### config.mk
export PLATFORM = sky130hd
export DESIGN_NAME = sb_rx_msg_queue
export DESIGN_NICKNAME = d
export VERILOG_FILES = /design/src/rtl/sb_rx_msg_queue_pkg.sv /design/src/rtl/sb_sync_fifo.sv /design/src/rtl/sb_rx_msg_queue.sv
export SDC_FILE = /design/constraint.sdc
export NUM_CORES = 1
export LEC_CHECK = 0
export ABC_AREA = 1
export CAP_MARGIN = 20
export CORE_MARGIN = 2
export CORE_UTILIZATION = 55
export CTS_CLUSTER_SIZE = 8
export DETAILED_ROUTE_END_ITERATION = 6
export PLACE_DENSITY = 0.78
export SYNTH_ARGS = -nofsm -noshare
export SYNTH_HDL_FRONTEND = slang
export SYNTH_SLANG_ARGS = --single-unit
### constraint.sdc
create_clock -name clk_100MHz -period 19.2 [get_ports clk_100MHz]
set_clock_uncertainty 0.05 [all_clocks]
set_input_delay 2.88 -clock clk_100MHz [delete_from_list [all_inputs] [get_ports clk_100MHz]]
set_output_delay 2.88 -clock clk_100MHz [all_outputs]
set_load 0.1 [all_outputs]
### src/rtl/sb_rx_msg_queue_pkg.sv
// rtl/sb_rx_msg_queue_pkg.sv - sideband message types and parity helpers for the RX message queue
package sb_rx_msg_queue_pkg;

    localparam int SB_DATA_W = 64;

    // Sideband opcodes seen by the RX queue; only OP_MSG_64B carries a payload.
    typedef enum logic [4:0] {
        OP_NONE        = 5'h00,
        OP_MSG_NO_DATA = 5'h12,
        OP_MSG_64B     = 5'h1B
    } sb_opcode_e;

    // Decoded message identities used by the LTSM state blocks.
    typedef enum logic [7:0] {
        NO_MSG                   = 8'h00,
        SBINIT_out_of_reset      = 8'h01,
        SBINIT_done_req          = 8'h02,
        SBINIT_done_resp         = 8'h03,
        MBINIT_PARAM_config_req  = 8'h04,
        MBINIT_PARAM_config_resp = 8'h05,
        MBINIT_CAL_done_req      = 8'h06,
        MBINIT_CAL_done_resp     = 8'h07
    } sb_msg_num_e;

    // Decoded header: cp covers msg_num/opcode/msg_info, dp covers the payload.
    typedef struct packed {
        sb_msg_num_e msg_num;
        sb_opcode_e  opcode;
        logic [15:0] msg_info;
        logic        cp;
        logic        dp;
    } SB_msg_t;

    localparam int SB_MSG_W = $bits(SB_msg_t);

    function automatic SB_msg_t reset_SB_msg();
        SB_msg_t m;
        m = '0;
        return m;
    endfunction

    // Even parity over every header field except the parity bits themselves.
    function automatic logic sb_calc_cp(input SB_msg_t m);
        return ^{m.msg_num, m.opcode, m.msg_info};
    endfunction

    function automatic logic sb_opcode_has_data(input sb_opcode_e op);
        return op == OP_MSG_64B;
    endfunction

endpackage

### src/rtl/sb_sync_fifo.sv
// rtl/sb_sync_fifo.sv - single-clock FIFO with flush, MSB-compare full/empty
module sb_sync_fifo #(
    parameter int WIDTH = 8,
    parameter int DEPTH = 4
) (
    input  logic                     clk,
    input  logic                     reset,
    input  logic                     push,
    input  logic [WIDTH-1:0]         wdata,
    input  logic                     pop,
    input  logic                     flush,
    output logic [WIDTH-1:0]         rdata,
    output logic                     full,
    output logic                     empty,
    output logic [$clog2(DEPTH):0]   count
);
    localparam int AW = $clog2(DEPTH);

    logic [WIDTH-1:0] mem [DEPTH];
    logic [AW:0]      wr_ptr;
    logic [AW:0]      rd_ptr;
    logic             do_pop;
    logic             do_push;

    assign empty   = (wr_ptr == rd_ptr);
    assign full    = (wr_ptr[AW] != rd_ptr[AW]) && (wr_ptr[AW-1:0] == rd_ptr[AW-1:0]);
    assign count   = wr_ptr - rd_ptr;
    assign rdata   = mem[rd_ptr[AW-1:0]];
    assign do_pop  = pop && !empty;
    // A pop in the same cycle frees the head slot, so a push into a full FIFO still lands.
    assign do_push = push && (!full || do_pop);

    // Pointer update; flush returns both pointers to the origin.
    always_ff @(posedge clk) begin
        if (reset || flush) begin
            wr_ptr <= '0;
            rd_ptr <= '0;
        end else begin
            if (do_push) wr_ptr <= wr_ptr + 1'b1;
            if (do_pop)  rd_ptr <= rd_ptr + 1'b1;
        end
    end

    // Storage write; contents need no reset because the pointers gate every read.
    always_ff @(posedge clk) begin
        if (do_push && !flush && !reset) mem[wr_ptr[AW-1:0]] <= wdata;
    end

endmodule

### src/rtl/sb_rx_msg_queue.sv
// rtl/sb_rx_msg_queue.sv - sideband RX message queue with parity check and req/valid delivery
module sb_rx_msg_queue
    import sb_rx_msg_queue_pkg::*;
#(
    parameter int DEPTH = 4,
    parameter int CNT_W = 8
) (
    input  logic                 clk_100MHz,
    input  logic                 reset,
    input  logic                 enable_i,
    input  logic                 flush_i,
    input  logic                 deser_msg_valid_i,
    input  SB_msg_t              deser_msg_i,
    input  logic [SB_DATA_W-1:0] deser_data_i,
    output logic                 SB_RX_msg_available_o,
    input  logic                 SB_RX_msg_req_i,
    output logic                 SB_RX_msg_valid_o,
    output SB_msg_t              SB_RX_msg_o,
    output logic [SB_DATA_W-1:0] SB_RX_dataBus_o,
    output logic [CNT_W-1:0]     parity_err_cnt_o,
    output logic                 overflow_o
);
    localparam int ENTRY_W = SB_MSG_W + SB_DATA_W;
    localparam int PW      = $clog2(DEPTH) + 1;

    typedef enum logic {ST_IDLE, ST_DELIVER} state_e;
    state_e state;

    logic               has_data;
    logic               cp_ok;
    logic               dp_ok;
    logic               parity_ok;
    logic               ingress;
    logic               push_req;
    logic               push_acc;
    logic               pop;
    logic               avail_next;
    logic               fifo_full;
    logic               fifo_empty;
    logic [PW-1:0]      fifo_count;
    logic [PW-1:0]      count_next;
    logic [ENTRY_W-1:0] push_entry;
    logic [ENTRY_W-1:0] head_entry;
    SB_msg_t            head_msg;
    logic [SB_DATA_W-1:0] head_data;

    assign has_data  = sb_opcode_has_data(deser_msg_i.opcode);
    assign cp_ok     = (deser_msg_i.cp == sb_calc_cp(deser_msg_i));
    assign dp_ok     = !has_data || (deser_msg_i.dp == ^deser_data_i);
    assign parity_ok = cp_ok && dp_ok;
    assign ingress   = enable_i && deser_msg_valid_i;

    // Flush discards both the incoming message and any pop attempted alongside it.
    assign push_req  = ingress && parity_ok && !flush_i;
    assign pop       = enable_i && !flush_i && (state == ST_IDLE) && SB_RX_msg_req_i && !fifo_empty;
    assign push_acc  = push_req && (!fifo_full || pop);

    // Payload is zeroed for no-data opcodes so consumers never see stale deser bits.
    assign push_entry = {deser_msg_i, has_data ? deser_data_i : {SB_DATA_W{1'b0}}};
    assign head_msg   = SB_msg_t'(head_entry[ENTRY_W-1:SB_DATA_W]);
    assign head_data  = head_entry[SB_DATA_W-1:0];

    // Occupancy after this edge; a pop moves the FSM to DELIVER, which masks availability.
    assign count_next = fifo_count + {{(PW-1){1'b0}}, push_acc} - {{(PW-1){1'b0}}, pop};
    assign avail_next = enable_i && !flush_i && !pop && (count_next != '0);

    sb_sync_fifo #(
        .WIDTH (ENTRY_W),
        .DEPTH (DEPTH)
    ) u_fifo (
        .clk   (clk_100MHz),
        .reset (reset),
        .push  (push_req),
        .wdata (push_entry),
        .pop   (pop),
        .flush (flush_i),
        .rdata (head_entry),
        .full  (fifo_full),
        .empty (fifo_empty),
        .count (fifo_count)
    );

    // Delivery FSM: one-cycle valid pulse per pop, delivered fields held afterwards.
    always_ff @(posedge clk_100MHz) begin
        if (reset) begin
            state                 <= ST_IDLE;
            SB_RX_msg_valid_o     <= 1'b0;
            SB_RX_msg_available_o <= 1'b0;
            SB_RX_msg_o           <= reset_SB_msg();
            SB_RX_dataBus_o       <= '0;
        end else begin
            SB_RX_msg_available_o <= avail_next;
            SB_RX_msg_valid_o     <= 1'b0;
            case (state)
                ST_IDLE: begin
                    if (pop) begin
                        state             <= ST_DELIVER;
                        SB_RX_msg_valid_o <= 1'b1;
                        SB_RX_msg_o       <= head_msg;
                        SB_RX_dataBus_o   <= head_data;
                    end
                end
                ST_DELIVER: state <= ST_IDLE;
                default:    state <= ST_IDLE;
            endcase
        end
    end

    // Error bookkeeping: saturating parity-drop count and sticky overflow flag.
    always_ff @(posedge clk_100MHz) begin
        if (reset) begin
            parity_err_cnt_o <= '0;
            overflow_o       <= 1'b0;
        end else begin
            if (ingress && !parity_ok && (parity_err_cnt_o != '1))
                parity_err_cnt_o <= parity_err_cnt_o + 1'b1;
            if (push_req && fifo_full && !pop)
                overflow_o <= 1'b1;
        end
    end

endmodule
**Word level (Yosys, flattened, before mapping)**

Memories as Yosys holds them, arrays and structs flattened. A register that Yosys moved wholly into a read port is not among the register bits.
Index checks and enable logic that the tools add are counted.

- Bits in writable memories: 380
- Output and inout port bits: 106
- Input bits: 101
- Register bits after elaboration: 18
- Logic and storage cells: 63
- Memories kept: 1
- Memory bits (read-only): 0
- Latch bits: 0

- Bitwise operators: 1
- Reduce and logical (&&, ||, !) cells: 36
- Mux-type cells: 5
- Magnitude comparators: 0
- Shift-type cells: 0
- Div/mod/pow operators: 0
- Equal/unequal tests: 7
- Multiply operators: 0
- Add/subtract/negate cells: 6

Memory list:

| name | words | width | rd ports | clocked after memory_dff | write ports | line | source |
|---|---|---|---|---|---|---|---|
| u_fifo.mem | 4 | 95 | 1 | 1 | 1 | sb_sync_fifo.sv:19 | `logic [WIDTH-1:0] mem [DEPTH];` |

Operators by type and width:

| kind | number |
|---|---|
| 64-bit two-way mux | 1 |
| 64-bit parity | 1 |
| 29-bit parity | 1 |
| 1-bit logical AND | 20 |
| 8-bit by 1-bit adder with 8-bit output (second input constant) | 1 |
| 8-bit != test (second input constant) | 1 |
| 1-bit logical NOT | 7 |
| 3-bit by 1-bit adder with 3-bit output (second input constant) | 2 |
| 5-bit equality test (second input constant) | 1 |
| 1-bit logical OR | 4 |
| 3-bit by 1-bit adder with 3-bit output | 1 |
| 3-bit equality test | 1 |
| 1-bit two-way mux | 3 |
| 3-bit nonzero test | 1 |
| 3-bit by 1-bit subtractor with 3-bit output | 1 |
| 3-bit subtractor | 1 |
| 1-bit equality test | 2 |
| 2-bit equality test | 1 |
| 1-bit case mux with 2 select lines | 1 |
| 2-bit AND reduction | 1 |
| 2-bit OR reduction | 1 |
| 1-bit != test | 1 |
| 1-bit inverter | 1 |

**Depth between registers and ports, before layout**

- Word-level depth: 12
- Mapped depth: 26
- Depth with buffers taken out: 26

**Hierarchy**

Synthesis repeated with hierarchy kept, for this count alone.

- Cell total of the unflattened synthesis: 1771
- Area, all modules: 20216.9 um2

Modules (own cells, without submodules):

| module | times used | sequential area each (um2) | cells each | area each (um2) |
|---|---|---|---|---|
| sb_sync_fifo | 1 | 11571.1 | 991 | 14594.0 |
| sb_rx_msg_queue | 1 | 2122.0 | 780 | 5622.9 |

**Worst setup path after synthesis**

OpenSTA, ideal clock, no wires.

- Kind: input-to-reg
- Start: in deser_msg_i[20] (netlist bit)
- End: mem u_fifo.mem[0][0] (netlist bit), enable pin
- Slack: 10.227 ns
- Arrival: 8.373 ns
- Buffers on the path: 0
- Setup time: 0.550 ns
- Stages on the path: 11
- Required time: 18.600 ns
- Path through: inv_1 ha_1 xnor2_1 xnor2_1 xor2_1 xnor2_1 xnor2_2 nand3_2 nor2_4 nand2_1 nor2_1

- Word-level cells in the longest chain between the ends: 11
- Elaborated cells between the ends (all ways): 13
- Those cells by class: eq/ne: 2; mux: 2; reduce/logical: 9

RTL lines:

| item | line | source |
|---|---|---|
| start, declared | sb_rx_msg_queue.sv:13 | `input SB_msg_t deser_msg_i,` |
| branches (longest 3 deep; another with 29-bit parity) | - |  |
| 1-bit logical AND * | sb_rx_msg_queue.sv:50 | `assign parity_ok = cp_ok && dp_ok;` |
| 1-bit logical AND * (2 in a row) | sb_rx_msg_queue.sv:54 | `assign push_req = ingress && parity_ok && !flush_i;` |
| 1-bit logical AND * | sb_sync_fifo.sv:31 | `assign do_push = push && (!full \|\| do_pop);` |
| 1-bit logical AND * (2 in a row) | sb_sync_fifo.sv:46 | `if (do_push && !flush && !reset) mem[wr_ptr[AW-1:0]] <= wdata;` |
| 1-bit two-way mux * | sb_sync_fifo.sv:46 |  |
| 1-bit two-way mux (not written as such) * | sb_sync_fifo.sv:46 |  |
| end, declared | sb_sync_fifo.sv:19 |  |

Every way passes the cells marked *.

**Worst setup path in the final report**

- Start: in deser_msg_i[20] (netlist bit)
- End: reg SB_RX_msg_available_o

- Word-level cells in the longest chain between the ends: 11
- Elaborated cells between the ends (all ways): 13
- Those cells by class: add/sub: 2; eq/ne: 2; reduce/logical: 9

RTL lines:

| item | line | source |
|---|---|---|
| branches (longest 3 deep; another with 29-bit parity) | - |  |
| 1-bit logical AND * | sb_rx_msg_queue.sv:50 |  |
| 1-bit logical AND * (2 in a row) | sb_rx_msg_queue.sv:54 |  |
| 1-bit logical AND * | sb_rx_msg_queue.sv:56 | `assign push_acc = push_req && (!fifo_full \|\| pop);` |
| 3-bit by 1-bit adder with 3-bit output * | sb_rx_msg_queue.sv:64 | `assign count_next = fifo_count + {{(PW-1){1'b0}}, push_acc} - {{(PW-1){1'b0}}, pop};` |
| 3-bit by 1-bit subtractor with 3-bit output * | sb_rx_msg_queue.sv:64 |  |
| 3-bit nonzero test * | sb_rx_msg_queue.sv:65 | `assign avail_next = enable_i && !flush_i && !pop && (count_next != '0);` |
| 1-bit logical AND * | sb_rx_msg_queue.sv:65 |  |
| end signal, assigned | sb_rx_msg_queue.sv:92 | `SB_RX_msg_available_o <= avail_next;` |
| end, declared | sb_rx_msg_queue.sv:15 | `output logic SB_RX_msg_available_o,` |

Marks and branches as above.
A chain may end at the register's enable or synchronous reset.

==> metrics.md <==
| Metric | Value |
|---|---|
| Seq/Total Area, Yosys | `67.1%` |
| TritonCTS clock tree | `yes` |
| Flops & latches, synth | `492` |
| Final Hold Vio Count | `0` |
| Tot GR Track Use | `approximately 25%` |
| # DRC | `0` |
| Tcrit/Tclk final | `32.9%` |
| Largest net degree at the start of global routing | `108` |
| Die area | `38500 um^2` |
| CORE AREA | `36500 um^2` |
| GP Congestion | `0.818` |
| Row cnt | `70` |
| Fillers | `2568` |
| Syn Area/Cell | `10.4 um^2` |
| Critical Path Sink Type | `flip-flop` |
| Crit path time final | `6.31 ns` |
| Critical Path Fanout Max | `5` |
| Chip width | `around 200 um` |
| Warnings, synthesis | `0` |
| I/O Pins | `207` |
| Hold/Removal Path Class | `flip-flop to flip-flop` |
| CP Cell Sequence | `clkdlybuf4s50_1 > inv_1 > ha_1 > xnor2_1 > xnor2_1 > xor2_1 > xnor2_1 > xnor2_2 > nand4_1 > fa_1 > fa_1 > inv_1 > ha_1 > nor4_1 > nor3_1` |
| Initial Util | `55.7%` |
| Max Root-Sink Buffers | `3` |
| Final net count | `2259` |
| Post-synth top cells | `nand2_1, edfxtp_1, nor2_1, o21ai_0, dfxtp_1` |
| Power per cell area | `99.4 nW/um^2` |
| Worst endpoint required time | `approximately 20 ns` |
| Layout cells sized above 1 | `6.28%` |
| Total wire length | `around 48000 um` |
| Critical path class | `input port to flip-flop` |
| Status | `finished clean` |
| Fmax | `about 160 MHz` |
| Worst skew pair latency | `roughly 0.55 ns` |
| Lkg Pwr | `0.0100 uW` |
| Worst Tran Pin Value | `around 1.0 ns` |
| Sequential Area | `roughly 14000 um^2` |
| Root Driver | `clkbuf_16` |
| Post-synth EDFFs | `380` |
| Antenna violations before repair | `4` |
| Most numerous cell in the Yosys netlist | `nand2_1` |
| Hold Startpoint | `SB_RX_msg_o[15]$_SDFFE_PP0P_` |
| Cell area after synthesis | `about 20000 um^2` |
| Ranking of synthesized cells by area | `edfxtp_1, dfxtp_1, nand2_1, nor2_1, o21ai_0` |
| Critical Path Most Common Cell | `xnor2_1` |
| Cts hold-fix bufs | `0` |
| CP max stage cell | `clkdlybuf4s50_1` |
| Final Cell Area | `between 20000 and 25000 um^2` |
| Crit path launch | `deser_msg_i[20]` |
| Crit path launch type | `input port` |
| H-tree depth | `3` |
| IO Port Bufs | `between 200 and 250` |
| Area post-placement | `22800 um^2` |
| Post-Layout Cell Count | `2672` |
| Worst-path clk slew | `about 0.050 ns` |
| Setup WS post-layout | `~13 ns` |
| CTS resizes | `0` |
| Proportion of netlist area held by the largest area contributor | `56.1%` |
| Cell total after placement | `~2500` |
| Peak supply drop | `0.0665 mV` |
| Vias in the first global route | `14800` |
| Final Util | `roughly two thirds` |
| Fin. max-slew vios | `0` |
| Max-cap violations | `0` |
| Yosys cell types | `31` |
| Rel. slew slack | `29.8%` |
| Main synth FF type | `edfxtp_1` |
| CP peak stage delay | `~0.55 ns` |
| Setup violations, final | `0` |
| RSZ-0062 raised after global routing | `false` |
| Largest area contributor in the netlist | `edfxtp_1` |
| Initial drt markers | `1305` |
| Top delay family on crit path | `adder cells` |
| CP arrival | `6.69 ns` |
| Pre-CTS WS | `12.40 ns` |
| Synthesized Nets | `2062` |
| Vias | `14800` |
| First-pass GRT wire length | `approximately 76000 um` |
| Multi-input gate area | `5940 um^2` |
| Setup bufs post-CTS | `0` |
| DP HPWL | `27800 um` |
| Vias per cell | `5.53` |
| Setup TNS | `0 ns` |
| Mapped Cells | `1949` |
| Antenna-violating nets left | `0` |
| Num CTS Buffers | `71` |
| DRT Pass-1 Iters | `7` |
| Ys async rst share | `0%` |
| Die height | `around 200 um` |
| Area Growth Syn to Fin | `22.7%` |
| Bufs and invs on worst path | `3` |
| DR WL/cell | `18.1 um` |
| GRT overflow | `0` |
| Clock sinks | `between 400 and 500` |
| Reg2Reg Launch Point | `u_fifo.rd_ptr[0]$_SDFFE_PP0P_` |
area by class of cell:
| class | count | area share (%) |
|---|---|---|
| antenna | 5 | 0.0502 |
| clock buffer | 121 | 7.96 |
| clock inverter | 5 | 0.291 |
| inverter | 109 | 1.69 |
| multi-input combinational | 1247 | 23.8 |
| sequential | 492 | 54.8 |
| tap | 468 | 2.35 |
| timing repair buffer | 225 | 9.08 |
layout by cell type, fill, tap and decap left out, types with 10 or more instances in the layout:
cell,instances
dfxtp_1,110
ha_1,10
xor2_1,32
clkdlybuf4s50_1,206
o21ai_0,193
nor2_1,279
inv_1,99
nand2_1,450
nand3_1,106
o22ai_1,95
xnor2_1,36
edfxtp_1,380
buf_4,16
nand2_2,10
clkbuf_16,72
clkbuf_1,49
metal layers:
metal | global-route usage, % | routed length (um) | up-vias
met5 | 0 | 0 | -
met4 | 12.1 | 1680 | 0
met3 | 3.59 | 3220 | 108
met2 | 42.0 | 23900 | 585
met1 | 32.3 | 19600 | 7025
li1 | - | - | 7045
final timing paths:
| kind | to | slack (ns) | cells after the start |
|---|---|---|---|
| max | SB_RX_msg_available_o$_SDFF_PP0_ | 12.89 | 15 |
| min | SB_RX_msg_o[15]$_SDFFE_PP0P_ | 0.42 | 2 |
| max reg2reg | SB_RX_msg_available_o$_SDFF_PP0_ | 15.08 | 14 |
| min reg2reg | SB_RX_msg_o[15]$_SDFFE_PP0P_ | 0.42 | 2 |
tightest hold or removal path, cell delays in order (launching register included):
cell,delay [ns]
dfxtp_1,0.30
nand3_1,0.07
nand2_1,0.05
registers in the layout, summed over array words and instances, names as in the netlist:
| register | count |
|---|---|
| u_fifo.wr_ptr | 3 |
| SB_RX_msg_o | 31 |
| u_fifo.mem | 380 |
| parity_err_cnt_o | 8 |
| SB_RX_dataBus_o | 64 |
| SB_RX_msg_valid_o | 1 |
| overflow_o | 1 |
| u_fifo.rd_ptr | 3 |
| SB_RX_msg_available_o | 1 |
cell families after synthesis:
| family | count (synthesis) | synth area share, % |
|---|---|---|
| buf+inv | 210 | 3.93 |
| flops | 492 | 67.1 |
| fa+ha+maj | 12 | 0.812 |
| xor+xnor | 69 | 3.01 |
| compound gates | 304 | 8.21 |
| simple gates | 862 | 16.9 |
stage by stage:
stage,total power (uW),hold WS (ns)
floorplan,1290,0.413
global placement,1350,0.410
detailed placement,1350,0.413
CTS,2490,0.420
global route,2550,0.434
finish,2480,0.419
where the power goes:
part	internal, uW	switching, uW
Combinational	62.6	116
Clock	711	432
Sequential	1150	4.05
Power figures use the tool's default switching activity.
